## src/rtl/cpu_led_display.sv

```systemverilog
// cpu_led_display: buffers CPU result bytes in a FIFO and shows each as high nibble, low nibble, blank gap on the LEDs
module cpu_led_display #(
  parameter int HOLD_CYCLES = 4,
  parameter int GAP_CYCLES = 2,
  parameter int FIFO_DEPTH = 4
) (
  input  logic       clk,
  input  logic       reset,
  input  logic [7:0] result_in,
  input  logic       result_valid,
  output logic       result_ready,
  output logic [3:0] led_out,
  output logic       led_phase,
  output logic       busy,
  output logic       overflow
);
  localparam int AW = $clog2(FIFO_DEPTH);
  localparam int MX = HOLD_CYCLES > GAP_CYCLES ? HOLD_CYCLES : GAP_CYCLES;
  localparam int CW = $clog2(MX + 1);
  localparam logic [CW-1:0] HOLD_LD = CW'(HOLD_CYCLES - 1);
  localparam logic [CW-1:0] GAP_LD = CW'(GAP_CYCLES > 0 ? GAP_CYCLES - 1 : 0);
  typedef enum logic [1:0] {IDLE, SHOW_HI, SHOW_LO, GAP} state_t;
  state_t state;
  logic [7:0] mem [FIFO_DEPTH];
  logic [AW-1:0] wp, rp;
  logic [AW:0] cnt;
  logic [CW-1:0] hold;
  logic [7:0] disp;
  logic push, pop, done, fin;
  assign result_ready = cnt != (AW+1)'(FIFO_DEPTH);
  assign push = result_valid && result_ready;
  assign done = hold == '0;
  assign fin = done && (state == GAP || (GAP_CYCLES == 0 && state == SHOW_LO));
  assign pop = cnt != '0 && (state == IDLE || fin);
  assign led_out = state == SHOW_HI ? disp[7:4] : state == SHOW_LO ? disp[3:0] : 4'h0;
  assign led_phase = state == SHOW_HI;
  assign busy = state != IDLE || cnt != '0;
  always_ff @(posedge clk)
    if (push) mem[wp] <= result_in;
  always_ff @(posedge clk)
    if (!reset) begin
      wp <= '0;
      rp <= '0;
      cnt <= '0;
      state <= IDLE;
      hold <= '0;
      disp <= '0;
      overflow <= 1'b0;
    end else begin
      if (push) wp <= wp + 1'b1;
      if (pop) begin
        rp <= rp + 1'b1;
        disp <= mem[rp];
      end
      cnt <= cnt + (AW+1)'(push) - (AW+1)'(pop);
      if (result_valid && !result_ready) overflow <= 1'b1;
      if (pop) begin
        state <= SHOW_HI;
        hold <= HOLD_LD;
      end else if (fin || state == IDLE) state <= IDLE;
      else if (!done) hold <= hold - 1'b1;
      else if (state == SHOW_HI) begin
        state <= SHOW_LO;
        hold <= HOLD_LD;
      end else begin
        state <= GAP;
        hold <= GAP_LD;
      end
    end
endmodule

```

## config.mk

```make
export PLATFORM = sky130hd
export DESIGN_NAME = cpu_led_display
export DESIGN_NICKNAME = d
export VERILOG_FILES = /design/src/rtl/cpu_led_display.sv
export SDC_FILE = /design/constraint.sdc
export NUM_CORES = 1
export LEC_CHECK = 0
export ABC_AREA = 0
export CORE_MARGIN = 10
export CORE_UTILIZATION = 32
export DETAILED_ROUTE_END_ITERATION = 10
export HOLD_SLACK_MARGIN = 0.12
export PLACE_DENSITY_LB_ADDON = 0.25
export SLEW_MARGIN = 25
export SYNTH_ARGS = -nofsm -noshare
export SYNTH_HDL_FRONTEND = slang
export SYNTH_SLANG_ARGS = --single-unit
```

## constraint.sdc

```tcl
create_clock -name clk -period 5.7 [get_ports clk]
set_input_delay 1.14 -clock clk [delete_from_list [all_inputs] [get_ports clk]]
set_output_delay 1.14 -clock clk [all_outputs]
set_load 0.1 [all_outputs]
```

==> metrics.md, run 1 <==
| Metric | Value |
|---|---|
| Outcome | completed |
| Post-CTS Hold Buffers | 0 |
| Mean Syn Cell Area | about 13 um^2 |
| CTS buffer count | 5 |
| Wire length on met2 | approximately 2.2 mm |
| Vias in the first global route | ~1,500 |
| Worst flop-to-flop path startpoint | hold[0]$_SDFFE_PN0P_ |
| Total number of vias | around 1,500 |
| CTS max path bufs | 2 |
| Hold Vio Cnt, Final | 0 |
| Number of core rows | 31 |
| Tot GR Track Use | 7.820% |
| CTS tree | built |
| CP Max Fanout | 10 |
| #FFs+latches synth | 53 |
| Pleak | between 0.0009 and 0.001 uW |
| Distinct cells, synth | 40 |
| Synth warnings | 0 |
| Ys async rst share | 0% |
| Effective utilization at floorplan | 32.86% |
| Reg2Reg Depth | 12 |
| # Post-CTS Setup Buffers | 0 |
| CTS H-tree lvls | 2 |
| Metal1 wirelength | roughly 1.9 mm |
| Worst Skew | ~0.011 ns |
| RR Endpoint | cnt[2]$_SDFF_PN0_ |
| Critical path type | reg -> out |
| Final period utilization | 63.62% |
| WL final | around 4.3 mm |
| Post-synth EDFFs | 32 |
| Sequential fraction of the synthesis area | 57.95% |
| Die footprint | 11,300 um^2 |
| Hold Path Class | reg -> reg |
| Hold endpoint | overflow$_SDFFE_PN0P_ |
| Slew @ Worst Pin | between 0.9 and 1 ns |
| CORE AREA | 7253 um^2 |
| Routability cong. | 0.7593 |
| Layout overhead on the synthesized area | 13.96% |
| Hold path depth | 2 |
| # Max-Cap Violations | 0 |
| Pre-CTS WS | approximately 2.4 ns |
| CTS resizes | 0 |
| Initial DRC count | 59 |
| Clock latency reported for the late side of the worst-skew pair | ~0.31 ns |
| Post-route ant nets | 0 |
| Fill cell count | ~690 |
| Worst endpoint required time | about 4.6 ns |
| Setup violations, final | 0 |
| Chip height | about 110 um |
| Syn nets | about 200 |
| Io pins | 19 |
| Total global routing overflow | 0 |
| Worst setup SP type | flip-flop |
| Share of cells above drive strength 1 | 13.20% |
| Hold Crit Start | overflow$_SDFFE_PN0P_ |
| 1st-pass router iterations | 4 |
| Syn Std Cell Area | roughly 2400 um^2 |
| Largest net degree at the start of global routing | 26 |
| Vias per inst | 4.902 |
| WL/cell | around 15 um |
| VDD IR max | between 100 and 150 uV |
| Worst rel slew slack | roughly a third |
| Worst hold slack | roughly 0.48 ns |
| Port bufs | 18 |
| Setup WS post-layout | around 2.1 ns |
| Final net count | around 220 |
| Critical Path AT | between 2 and 2.5 ns |
| Cell count after synthesis | 183 |
| First-pass GRT wire length | a little over 7 mm |
| Clock transition at the registers of the reported paths | around 0.11 ns |
| HPWL after DPL | ~3 mm |
| Slew Viols, Final | 0 |
| Most common flop cell mapped by yosys | edfxtp_1 |
| F_max | 275.8 MHz |
| Overall power | about 1300 uW |
| Fin crit period | 3.626 ns |
| Clk sink count | 53 |
| Die Width | ~110 um |
| FF-to-FF setup slack | 2.87 ns |
| CP Capture Type | output pin |
| Power Density | between 400 and 500 nW/um^2 |
| Initial antenna violation count | 0 |
| Metal3 WL | 189 um |
| Post-route cell area | 2716 um^2 |
| DRC | 0 |
| Root Driver | clkbuf_8 |
| Cell Area, Placed | roughly 2600 um^2 |
| Top sig layer | met4 |
| Final setup TNS | 0 ns |
| RSZ-0062 raised after global routing | no |
| Ant diodes | 0 |
power breakdown:
| part | switching [uW] | internal (uW) |
|---|---|---|
| clock | 134 | 91.5 |
| combinational | 341 | 198 |
| sequential | 67.4 | 475 |
| total | 542 | 764 |
cell type report:
| cell class | count | area [um^2] | share of cell area, % |
|---|---|---|---|
| clock buffers | 5 | 68.82 | 2.533 |
| flip-flops and latches | 53 | 1381 | 50.85 |
| inverters | 8 | 30.03 | 1.105 |
| well taps | 99 | 123.9 | 4.560 |
| clock inverters | 3 | 26.28 | 0.9673 |
| repair buffers | 19 | 187.7 | 6.909 |
| multi-input cells | 109 | 898.4 | 33.07 |
cell families (layout without fill, tap and decap cells):
logic type | Yosys count | in the layout | share of synthesized area (%)
AOI/OAI and AO/OA | 27 | 27 | 8.976
xor gates and xnor gates | 2 | 2 | 0.7350
adders and majority gates | 9 | 9 | 5.040
buffers and inverters | 21 | 35 | 4.357
DFF | 53 | 53 | 57.95
muxes | 12 | 12 | 9.291
and+or+nand+nor | 59 | 59 | 13.65
registers in the layout, indices dropped and copies added, names as in the netlist:
name and cells:
wp 2, state 2, disp 8, mem 32, cnt 3, hold 3, rp 2, overflow 1
cells in the mapped netlist, types with 2 or more instances:
library cell  instances  area (um^2)
nand3_1              18        90.09
buf_4                 3        22.52
nand2_1               4        15.01
mux4_2                8        180.2
and3_2                4        30.03
nand4_1               8        50.05
ha_1                  8        100.1
inv_1                 8        30.03
o21ai_0               3        15.01
o211a_1               2        20.02
buf_2                 5        25.02
and2_1                2        12.51
dfxtp_1              21        420.4
nand2b_1              2        12.51
o211ai_1              9        67.56
nor2b_1               2        12.51
nor2_1                8        30.03
a21oi_1               2        10.01
mux2i_1               3        30.03
edfxtp_1             32        960.9
nor3_1                5        25.02
a22o_1                4        35.03
clkbuf_1              4        15.01
a21o_1                2        15.01
critical path, cell delays in order (launching register included):
cell,delay (ns)
dfxtp_1,0.49
nor2b_1,0.36
a22o_1,0.20
clkdlybuf4s50_1,1.13
placed cells by master (no fill, tap or decap), drive strengths merged, types with 4 or more instances in the layout:
cell and count:
edfxtp 32, dfxtp 21, nand3 18, clkdlybuf4s50 18, inv 11, o211ai 9
nor2 8, mux4 8, nand4 8, ha 8, nor3 5, clkbuf 5
nand2 4, and3 4, a22o 4
worst max-delay path by stage:
stage                          startpoint                end  slack (ns)  cells past startpoint
CTS                 state[0]$_SDFFE_PN0P_         led_out[3]        2.06                      3
global placement             result_valid  cnt[2]$_SDFF_PN0_        2.44                     10
floorplan           state[0]$_SDFFE_PN0P_         led_out[0]        1.68                      3
detailed placement           result_valid  cnt[2]$_SDFF_PN0_        2.41                     10
finish              state[0]$_SDFFE_PN0P_         led_out[3]        2.07                      3
global route        state[0]$_SDFFE_PN0P_               busy        1.89                      3
routing by layer:
layer	vias up	GRT usage (%)
met3	6	2.778
met4	0	2.515
met1	703	8.766
met2	20	13.56
li1	722	-
met5	-	0
metrics by stage:
| stage | util (%) | instances |
|---|---|---|
| after global placement | 36.14 | 288 |
| after CTS | 37.45 | 296 |
| final | 37.45 | 296 |
| after global routing | 37.45 | 296 |
| after detailed placement | 36.14 | 288 |
| after floorplan | - | 183 |
(Power assumes the default switching activity.)
==> run 2: changes to the inputs <==
==> constraint.sdc (replaced) <==
create_clock -name clk -period 3.6 [get_ports clk]
set_input_delay 0.72 -clock clk [delete_from_list [all_inputs] [get_ports clk]]
set_output_delay 0.72 -clock clk [all_outputs]
set_load 0.1 [all_outputs]
==> metrics.md, run 2 (same netlist as run 1, synthesis figures left out) <==
| Metric | Value |
|---|---|
| Fin crit period | ~2.5 ns |
| CTS max path bufs | 2 (unchanged) |
| # Max-Cap Violations | 0 (unchanged) |
| Metal3 WL | 205 um (+8.5%) |
| F_max | about 400 MHz |
| Clock latency reported for the late side of the worst-skew pair | 0.31 ns (about the same) |
| HPWL after DPL | 3.022 mm (+1.1%) |
| Slew @ Worst Pin | 0.9685 ns (-0.003077 ns) |
| Ant diodes | 0 (unchanged) |
| Tot GR Track Use | 8.341% (+0.52 points) |
| CTS resizes | 0 (unchanged) |
| Hold endpoint | overflow$_SDFFE_PN0P_ |
| Die Width | 106.3 um (unchanged) |
| Wire length on met2 | 2.071 mm (-3.9%) |
| Fill cell count | 709 (+2.2%) |
| Cells after DPL | 291 (+1.0%) |
| WL/cell | 14.85 um (+2.1%) |
| Root Driver | clkbuf_8 |
| Worst Skew | 0.009034 ns (-0.001727 ns) |
| Largest register FFs | 32 (unchanged) |
| RSZ-0062 raised after global routing | no |
| Biggest regs | mem (32), disp (8) |
| Final net count | 219 (+1.4%) |
| Power Density | 764.9 nW/um^2 (+59%) |
| CTS tree | built |
| CTS H-tree lvls | 2 (unchanged) |
| CORE AREA | 7253 um^2 (unchanged) |
| Final Instance Count excl. Fillers | 299 (+1.0%) |
| FF+latch area | 1381 um^2 (unchanged) |
| Post-route ant nets | 0 (unchanged) |
| Hold Path Class | reg -> reg |
| Layout overhead on the synthesized area | 14.38% |
| Worst setup SP type | input pin |
| Critical Path AT | 2.76 ns (+0.27 ns) |
| Reg2Reg Depth | 13 (+1) |
| Vias in the first global route | 1,513 (+2.6%) |
| Share of cells above drive strength 1 | 18.50% (+5.3 points) |
| Clock transition at the registers of the reported paths | 0.10 ns (about the same) |
| CTS buffer count | 5 (unchanged) |
| Setup violations, final | 0 (unchanged) |
| First-pass GRT wire length | 7.548 mm (+4.7%) |
| # Post-CTS Setup Buffers | 0 (unchanged) |
| Effective utilization at floorplan | 32.86% (unchanged) |
| 1st-pass router iterations | 4 (unchanged) |
| CP Capture Type | flip-flop |
| Hold Vio Cnt, Final | 0 (unchanged) |
| Vias per inst | 4.903 (about the same) |
| Cell Area, Placed | 2629 um^2 (+0.29%) |
| Most common cell after layout, fill and taps aside | edfxtp_1 |
| Slew Viols, Final | 0 (unchanged) |
| Post-CTS Hold Buffers | 0 (unchanged) |
| Initial antenna violation count | 0 (unchanged) |
| Routability cong. | 0.7159 (-5.7%) |
| Top sig layer | met4 |
| Commonest non-fill, non-tap cells in the layout | 32 x edfxtp_1, 21 x dfxtp_1, 18 x nand3_1 |
| FF-to-FF setup slack | 1.12 ns (-1.75 ns) |
| Post-route cell area | 2726 um^2 (+0.37%) |
| Pleak | 0.0009873 uW (+2.7%) |
| CP Max Fanout | 10 (unchanged) |
| Outcome | completed |
| Worst rel slew slack | 35.23% (+0.21 points) |
| Largest net degree at the start of global routing | 26 (unchanged) |
| RR Endpoint | cnt[2]$_SDFF_PN0_ |
| VDD IR max | 214.5 uV (+73%) |
| Multi-input logic area | 900.9 um^2 (+0.28%) |
| Die footprint | 11,300 um^2 (unchanged) |
| Worst flop-to-flop path startpoint | hold[0]$_SDFFE_PN0P_ |
| Hold Crit Start | overflow$_SDFFE_PN0P_ |
| Port bufs | 18 (unchanged) |
| Largest reg by FF count | mem |
| Initial DRC count | 79 (+34%) |
| Hold path depth | 2 (unchanged) |
| Io pins | 19 (unchanged) |
| Number of core rows | 31 (unchanged) |
| Metal1 wirelength | 2.097 mm (+9.3%) |
| Worst endpoint required time | 3.84 ns (-0.72 ns) |
| DRC | 0 (unchanged) |
| WL final | 4.441 mm (+3.1%) |
| Chip height | 106.3 um (unchanged) |
| Final period utilization | about 70% |
| Critical path type | in -> reg |
| Clk sink count | 53 (unchanged) |
| Final setup TNS | 0 ns (unchanged) |
| Total number of vias | 1,466 (+1.0%) |
| Total global routing overflow | 0 (unchanged) |
run 2: per-layer routing:
layer,track usage [%],up-vias
li1,-,725
met1,10.12,712
met2,13.47,24
met3,2.899,5
met4,2.901,0
met5,0,-
run 2: power breakdown:
group / switching, uW / internal, uW
clock network: 218 / 147
registers: 111 / 752
logic: 541 / 317
run 2: metrics by stage:
step	util, %	worst slack [ns]	hold slack [ns]	total power, uW
detailed placement	36.24	0.7459	0.4645	1750
finish	37.59	1.086	0.4819	2085
floorplan	-	0.6339	0.4743	1568
CTS	37.59	1.072	0.4907	2118
global route	37.59	0.9254	0.5164	2231
global placement	36.24	0.7809	0.4558	1741
run 2: worst max-delay path: stages:
cell,delay [ns]
clkdlybuf4s50_1,0.63
nand2_1,0.10
ha_1,0.30
inv_1,0.05
ha_1,0.12
inv_1,0.05
fa_1,0.36
xor2_1,0.16
and2_1,0.16
nor3_1,0.11
run 2: area by class of cell:
type                       count  share of cell area, %
tap                           99                  4.543
timing repair buffer          22                  7.067
inverter                       8                  1.101
clock buffer                   5                  2.524
multi-input combinational    109                  33.04
clock inverter                 3                  1.056
sequential                    53                  50.67
run 2: worst max path at each step:
stage,from,endpoint,cells after the start
4_1_cts,overflow$_SDFFE_PN0P_,overflow,1
5_1_grt,hold[0]$_SDFFE_PN0P_,cnt[2]$_SDFF_PN0_,13
6_report,result_valid,cnt[2]$_SDFF_PN0_,10
2_1_floorplan,state[0]$_SDFFE_PN0P_,led_out[0],3
3_3_place_gp,result_valid,cnt[2]$_SDFF_PN0_,10
3_5_place_dp,result_valid,cnt[2]$_SDFF_PN0_,10
